===== src/rtl/mfp_ahb_master_pkg.sv =====
// ---------------------------------------------------------------------------
// mfp_ahb_master_pkg
// Shared definitions for the AHB-Lite initiator port:
//   - state_e     : controller states (IDLE / ADDR / DATA)
//   - HTRANS_*    : AHB transfer-type encodings
//   - HSIZE_*     : AHB transfer-size encodings
//   - HBURST_*    : AHB burst encodings (only SINGLE is ever issued)
//   - HPROT_*     : protection attribute driven on every transfer
//   - cmd_is_legal: size / alignment check applied to incoming commands
// Encodings match the values of the mfp_ahb_lite.vh macros.
// ---------------------------------------------------------------------------
package mfp_ahb_master_pkg;

    typedef enum logic [1:0] {
        ST_IDLE = 2'd0,
        ST_ADDR = 2'd1,
        ST_DATA = 2'd2
    } state_e;

    localparam logic [1:0] HTRANS_IDLE   = 2'b00;
    localparam logic [1:0] HTRANS_BUSY   = 2'b01;
    localparam logic [1:0] HTRANS_NONSEQ = 2'b10;
    localparam logic [1:0] HTRANS_SEQ    = 2'b11;

    localparam logic [2:0] HSIZE_BYTE = 3'd0;
    localparam logic [2:0] HSIZE_HALF = 3'd1;
    localparam logic [2:0] HSIZE_WORD = 3'd2;

    localparam logic [2:0] HBURST_SINGLE = 3'b000;

    // Data access, privileged, non-bufferable, non-cacheable.
    localparam logic [3:0] HPROT_DATA_PRIV = 4'b0011;

    // A command is legal when its size fits a 32-bit bus and the address
    // is naturally aligned to that size.
    function automatic logic cmd_is_legal(input logic [2:0] size,
                                          input logic [1:0] addr_lo);
        logic ok;
        case (size)
            HSIZE_BYTE: ok = 1'b1;
            HSIZE_HALF: ok = ~addr_lo[0];
            HSIZE_WORD: ok = (addr_lo == 2'b00);
            default:    ok = 1'b0;
        endcase
        return ok;
    endfunction

endpackage


===== src/rtl/ahb_lite_master_timeout.sv =====
// ---------------------------------------------------------------------------
// ahb_lite_master_timeout
// Saturating wait-state counter for the data phase of the AHB initiator.
// Only instantiated when MFP_AHB_MASTER_TIMEOUT_EN is defined.
// Ports:
//   clk     : bus clock
//   rst_n   : asynchronous active-low reset
//   clr     : synchronous clear (held while the initiator is not in DATA)
//   en      : count one wait state (DATA with HREADY low)
//   expired : count has reached LIMIT
// Counter width is sized from LIMIT and clamped to 8..16 bits.
// ---------------------------------------------------------------------------
module ahb_lite_master_timeout #(
    parameter int unsigned LIMIT = 255
) (
    input  logic clk,
    input  logic rst_n,
    input  logic clr,
    input  logic en,
    output logic expired
);

    localparam int RAW_W = $clog2(LIMIT + 1);
    localparam int CNT_W = (RAW_W < 8) ? 8 : ((RAW_W > 16) ? 16 : RAW_W);
    localparam logic [CNT_W-1:0] LIMIT_C = CNT_W'(LIMIT);

    logic [CNT_W-1:0] count_q;
    logic [CNT_W-1:0] count_d;

    assign expired = (count_q >= LIMIT_C);

    // Stops at the limit so the count can never wrap back below it.
    always_comb begin
        count_d = count_q;
        if (clr) begin
            count_d = '0;
        end else if (en && !expired) begin
            count_d = count_q + CNT_W'(1);
        end
    end

    always_ff @(posedge clk or negedge rst_n) begin
        if (!rst_n) begin
            count_q <= '0;
        end else begin
            count_q <= count_d;
        end
    end

endmodule


===== src/rtl/ahb_lite_master_port.sv =====
// ---------------------------------------------------------------------------
// ahb_lite_master_port
// Single-outstanding AHB-Lite initiator. Each accepted valid/ready command
// becomes one SINGLE transfer; exactly one response pulse is returned.
// Ports:
//   HCLK, HRESETn                : clock, async active-low reset
//   cmd_valid/ready/write/addr/size/wdata : command input port
//   rsp_valid/err/rdata          : registered one-cycle response
//   HADDR/HTRANS/HSIZE/HWRITE/HWDATA/HBURST/HPROT/HMASTLOCK : AHB outputs
//   HRDATA/HREADY/HRESP          : AHB inputs
// Optional feature: define MFP_AHB_MASTER_TIMEOUT_EN to abort a data phase
// after TIMEOUT_CYCLES consecutive wait states.
// ---------------------------------------------------------------------------
module ahb_lite_master_port
    import mfp_ahb_master_pkg::*;
#(
    parameter int unsigned HADDR_WIDTH    = 32,
    parameter int unsigned HDATA_WIDTH    = 32,
    parameter int unsigned TIMEOUT_CYCLES = 255
) (
    input  logic                   HCLK,
    input  logic                   HRESETn,
    input  logic                   cmd_valid,
    output logic                   cmd_ready,
    input  logic                   cmd_write,
    input  logic [HADDR_WIDTH-1:0] cmd_addr,
    input  logic [2:0]             cmd_size,
    input  logic [HDATA_WIDTH-1:0] cmd_wdata,
    output logic                   rsp_valid,
    output logic                   rsp_err,
    output logic [HDATA_WIDTH-1:0] rsp_rdata,
    output logic [HADDR_WIDTH-1:0] HADDR,
    output logic [1:0]             HTRANS,
    output logic [2:0]             HSIZE,
    output logic                   HWRITE,
    output logic [HDATA_WIDTH-1:0] HWDATA,
    output logic [2:0]             HBURST,
    output logic [3:0]             HPROT,
    output logic                   HMASTLOCK,
    input  logic [HDATA_WIDTH-1:0] HRDATA,
    input  logic                   HREADY,
    input  logic                   HRESP
);

    state_e                 state_q, state_d;
    logic                   write_q, write_d;
    logic [HADDR_WIDTH-1:0] addr_q, addr_d;
    logic [2:0]             size_q, size_d;
    logic [HDATA_WIDTH-1:0] wdata_q, wdata_d;
    logic                   rsp_valid_q, rsp_valid_d;
    logic                   rsp_err_q, rsp_err_d;
    logic [HDATA_WIDTH-1:0] rsp_rdata_q, rsp_rdata_d;
    logic                   cmd_legal;
    logic                   timeout_expired;

    assign cmd_legal = cmd_is_legal(cmd_size, cmd_addr[1:0]);

`ifdef MFP_AHB_MASTER_TIMEOUT_EN
    // Held clear outside DATA, so the count starts at zero on DATA entry.
    ahb_lite_master_timeout #(
        .LIMIT (TIMEOUT_CYCLES)
    ) u_timeout (
        .clk     (HCLK),
        .rst_n   (HRESETn),
        .clr     (state_q != ST_DATA),
        .en      ((state_q == ST_DATA) && !HREADY),
        .expired (timeout_expired)
    );
`else
    assign timeout_expired = 1'b0;
`endif

    // State register
    always_ff @(posedge HCLK or negedge HRESETn) begin
        if (!HRESETn) begin
            state_q     <= ST_IDLE;
            write_q     <= 1'b0;
            addr_q      <= '0;
            size_q      <= '0;
            wdata_q     <= '0;
            rsp_valid_q <= 1'b0;
            rsp_err_q   <= 1'b0;
            rsp_rdata_q <= '0;
        end else begin
            state_q     <= state_d;
            write_q     <= write_d;
            addr_q      <= addr_d;
            size_q      <= size_d;
            wdata_q     <= wdata_d;
            rsp_valid_q <= rsp_valid_d;
            rsp_err_q   <= rsp_err_d;
            rsp_rdata_q <= rsp_rdata_d;
        end
    end

    // Next-state logic
    always_comb begin
        state_d = state_q;
        case (state_q)
            ST_IDLE: if (cmd_valid && cmd_legal) state_d = ST_ADDR;
            ST_ADDR: if (HREADY) state_d = ST_DATA;
            // A completing HREADY wins over a timeout in the same cycle.
            ST_DATA: if (HREADY || timeout_expired) state_d = ST_IDLE;
            default: state_d = ST_IDLE;
        endcase
    end

    // Command latch and response generation
    always_comb begin
        write_d     = write_q;
        addr_d      = addr_q;
        size_d      = size_q;
        wdata_d     = wdata_q;
        rsp_valid_d = 1'b0;
        rsp_err_d   = 1'b0;
        rsp_rdata_d = '0;
        case (state_q)
            ST_IDLE: begin
                if (cmd_valid) begin
                    write_d = cmd_write;
                    addr_d  = cmd_addr;
                    size_d  = cmd_size;
                    wdata_d = cmd_wdata;
                    // Illegal commands are answered directly, bus untouched.
                    if (!cmd_legal) begin
                        rsp_valid_d = 1'b1;
                        rsp_err_d   = 1'b1;
                    end
                end
            end
            ST_DATA: begin
                if (HREADY) begin
                    rsp_valid_d = 1'b1;
                    rsp_err_d   = HRESP;
                    rsp_rdata_d = (!write_q && !HRESP) ? HRDATA : '0;
                end else if (timeout_expired) begin
                    rsp_valid_d = 1'b1;
                    rsp_err_d   = 1'b1;
                end
            end
            default: ;
        endcase
    end

    // Outputs: decoded from registered state and latched command only
    always_comb begin
        cmd_ready = (state_q == ST_IDLE);
        HTRANS    = (state_q == ST_ADDR) ? HTRANS_NONSEQ : HTRANS_IDLE;
        HWDATA    = ((state_q == ST_DATA) && write_q) ? wdata_q : '0;
    end

    assign HADDR     = addr_q;
    assign HSIZE     = size_q;
    assign HWRITE    = write_q;
    assign HBURST    = HBURST_SINGLE;
    assign HPROT     = HPROT_DATA_PRIV;
    assign HMASTLOCK = 1'b0;

    assign rsp_valid = rsp_valid_q;
    assign rsp_err   = rsp_err_q;
    assign rsp_rdata = rsp_rdata_q;

endmodule


===== config.mk =====
export PLATFORM = sky130hd
export DESIGN_NAME = ahb_lite_master_port
export DESIGN_NICKNAME = d
export VERILOG_FILES = /design/src/rtl/mfp_ahb_master_pkg.sv /design/src/rtl/ahb_lite_master_timeout.sv /design/src/rtl/ahb_lite_master_port.sv
export SDC_FILE = /design/constraint.sdc
export NUM_CORES = 1
export LEC_CHECK = 0
export BUFFER_PORTS_ARGS = -buffer_cell sky130_fd_sc_hd__buf_4
export CAP_MARGIN = 30
export CORE_ASPECT_RATIO = 1.5
export CORE_MARGIN = 2
export CORE_UTILIZATION = 51
export CTS_BUF_LIST = sky130_fd_sc_hd__clkbuf_8
export DETAILED_ROUTE_END_ITERATION = 8
export PLACE_DENSITY_LB_ADDON = 0.25
export SETUP_SLACK_MARGIN = 0.02
export SLEW_MARGIN = 10
export SYNTH_ARGS = -nofsm -noshare
export SYNTH_HDL_FRONTEND = slang
export SYNTH_HIERARCHICAL = 1
export SYNTH_SLANG_ARGS = --single-unit

===== constraint.sdc =====
create_clock -name HCLK -period 2.7 [get_ports HCLK]
set_input_delay 0.675 -clock HCLK [delete_from_list [all_inputs] [get_ports HCLK]]
set_output_delay 0.675 -clock HCLK [all_outputs]
set_load 0.02 [all_outputs]

==> flow_summary.json <==
{
  "status": "finished, final reports clean",
  "fin_cells": 596,
  "grt_max_degree": 52,
  "antenna_left": 0,
  "cts.sinks": 104,
  "fin_setup_tns_ns": 0,
  "synth_edf_count": 0,
  "synthSimpleGateAreaFrac_pct": 11.82,
  "design_area_um2": 6088,
  "fp.dieH_um": 116.8,
  "drt-total-wl_mm": 9.866,
  "grt_usage_pct": 21.40,
  "maxCapViolCount": 0,
  "slew_headroom_pct": 42.86,
  "postCtsHoldBufs": 0,
  "cts_root_buf": "clkbuf_8",
  "ctsResizeCount": 0,
  "slew_viol_final": 0,
  "worst_setup_path_start_kind": "flip-flop",
  "tightest_slew_ns": 0.8570,
  "final_util_pct": 73.26,
  "power.density_nw_per_um2": 690.8,
  "required_ns": 2.03,
  "rsz0062_at_grt": "false",
  "crit_fanout": 35,
  "vdd_drop_max_uv": 399.4,
  "cts_buffer_depth": 2,
  "ys_ff_latch": 104,
  "insertion_delay_ns": 0.36,
  "muxShareOfSynthArea_pct": 22.11,
  "start_util_pct": 52.09,
  "critPathCaptureType": "output port",
  "ys_types": 26,
  "drive_gt1_share_pct": 68.10,
  "viasPerCell": 4.876,
  "critical_path_class": "reg -> out",
  "core.rowCount": 41,
  "syn_area_um2": 4329,
  "clk_pin_slew_ns": 0.09,
  "grt_pass1_wl_mm": 14.94,
  "via_count": 2906,
  "syn_area_per_cell_um2": 15.52,
  "ys_warn_count": 6,
  "synth_seq_area_share_pct": 60.12,
  "finClkSkew_ns": 0.01101,
  "ioPinCount": 218,
  "drc": 0,
  "post_cts_buffers": 0,
  "ys.flop_type": "dfrtp_1",
  "grt_pass1_vias": 3055,
  "drt_iter0_markers": 80,
  "async_reset_ff_share_pct": 100.0,
  "core-area_um2": 8310,
  "synth_adder_area_share_pct": 0,
  "gp_congestion": 0.7602,
  "rrSetupSlack_ns": 0.90,
  "hold_path_class": "in -> async",
  "hpwl_mm": 7.470,
  "fin_crit_sh_pct": 88.70,
  "routedWlPerCell_um": 16.55,
  "dpl-instance-area_um2": 5928,
  "layout.nets": 592,
  "synth-compound-area-share_pct": 0.8960,
  "post-place-cells": 583,
  "cts_buffers": 9,
  "netlist_instances": 279,
  "drt_pass1_iterations": 4,
  "crit_arrival_ns": 1.72,
  "antenna_found_initial": 0,
  "die_w_um": 79.23,
  "die-area_um2": 9257,
  "final-setup-viol-count": 0,
  "max_freq_ghz": 0.4175,
  "finalPower_mw": 4.206,
  "ctsHtreeMaxLevel": 3,
  "numPortBuffers": 208,
  "cts_tree": "yes",
  "diodes": 0,
  "synth_top_family_by_area": "multiplexers",
  "power_leakage_nw": 3.308,
  "finalHoldViolCount": 0,
  "overflow": 0,
  "synth_xor_area_share_pct": 0,
  "area_growth_pct": 40.64,
  "layout_min_cycle_time_ns": 2.395
}
-- per-stage QoR --
stage / worst slack (ns) / hold WS, ns
6_report: 0.3050 / 0.3250
5_1_grt: 0.1630 / 0.3633
4_1_cts: 0.2592 / 0.3367
3_5_place_dp: 0.6821 / 0.4876
3_3_place_gp: 0.6934 / 0.4815
2_1_floorplan: 0.9158 / 0.3794
-- state kept, by name, indices dropped and copies added (netlist names) --
| signal | cells |
|---|---|
| rsp_err | 1 |
| rsp_rdata | 32 |
| rsp_valid | 1 |
| HWRITE | 1 |
| HADDR | 32 |
| wdata_q | 32 |
| state_q | 2 |
| HSIZE | 3 |
-- cells in the mapped netlist (all sizes together), types with 2 or more instances --
master / number / area, µm²
buf: 20 / 185.2
conb: 2 / 7.510
dfrtp: 104 / 2603
nor2: 2 / 10.01
mux2: 69 / 957.2
and2: 33 / 244.0
and3: 32 / 202.7
clkbuf: 6 / 22.52
-- report_power, final --
part | switching [mW] | leakage, nW | total, mW | internal, mW
sequential | 0.188 | 1.29 | 2.03 | 1.84
combinational | 0.596 | 1.93 | 1.34 | 0.746
clock | 0.471 | 0.0883 | 0.838 | 0.366
-- metal layers --
metal  part of all wire (%)  track usage, %  vias up  wire length (µm)
li1                       -               -     1339                 -
met1                     36           24.20     1430              3555
met2                     54           37.80      126              5329
met3                    8.3           5.905       11               817
met4                    1.7           9.540        0               163
met5                      0               0        -                 0
-- critical path, cell delays in order (launching register included) --
cell	delay, ns
dfrtp_1	0.91
and3_2	0.33
buf_4	0.14
-- layout make-up --
| cell class | instances | area [µm²] |
|---|---|---|
| Sequential cell | 104 | 2603 |
| Fill cell | 581 | 2222 |
| Timing Repair Buffer | 216 | 1647 |
| Multi-Input combinational cell | 155 | 1541 |
| Clock buffer | 11 | 151.4 |
| Tap cell | 107 | 133.9 |
| Clock inverter | 2 | 8.758 |
| Inverter | 1 | 3.754 |
-- cells by family (layout without fill, tap and decap cells) --
logic type / after synthesis / in the layout
and+or+nand+nor: 72 / 72
muxes: 69 / 69
AOI/OAI and AO/OA: 5 / 5
other: 2 / 9
buffers and inverters: 27 / 230
DFF: 104 / 104
-- layout by cell type (no fill, tap or decap), drive strengths merged --
cell / synthesis / final
a21oi: 1 / 1
a22o: 1 / 1
a32o: 1 / 1
and2: 33 / 33
and2b: 1 / 1
and3: 32 / 32
buf: 20 / 216
clkbuf: 6 / 11
clkinv: 0 / 1
conb: 2 / 9
dfrtp: 104 / 104
inv: 1 / 2
mux2: 69 / 69
nand2: 1 / 1
nor2: 2 / 2
nor2b: 1 / 1
nor3: 1 / 1
nor4b: 1 / 1
o21ai: 1 / 1
o2bb2ai: 1 / 1
-- final timing paths --
check	from	endpoint	depth (start not counted)
min in group HCLK	wdata_q[10]$_DFFE_PN0P_	wdata_q[10]$_DFFE_PN0P_	1
min	HRESETn	HADDR[6]$_DFFE_PN0P_	1
max in group asynchronous	HRESETn	HADDR[25]$_DFFE_PN0P_	2
max reg2reg	state_q[0]$_DFFE_PN0P_	wdata_q[5]$_DFFE_PN0P_	4
min reg2reg	wdata_q[10]$_DFFE_PN0P_	wdata_q[10]$_DFFE_PN0P_	1
max	HWRITE$_DFFE_PN0P_	HWDATA[0]	2
No activity file was read; power rests on OpenSTA's default activity.
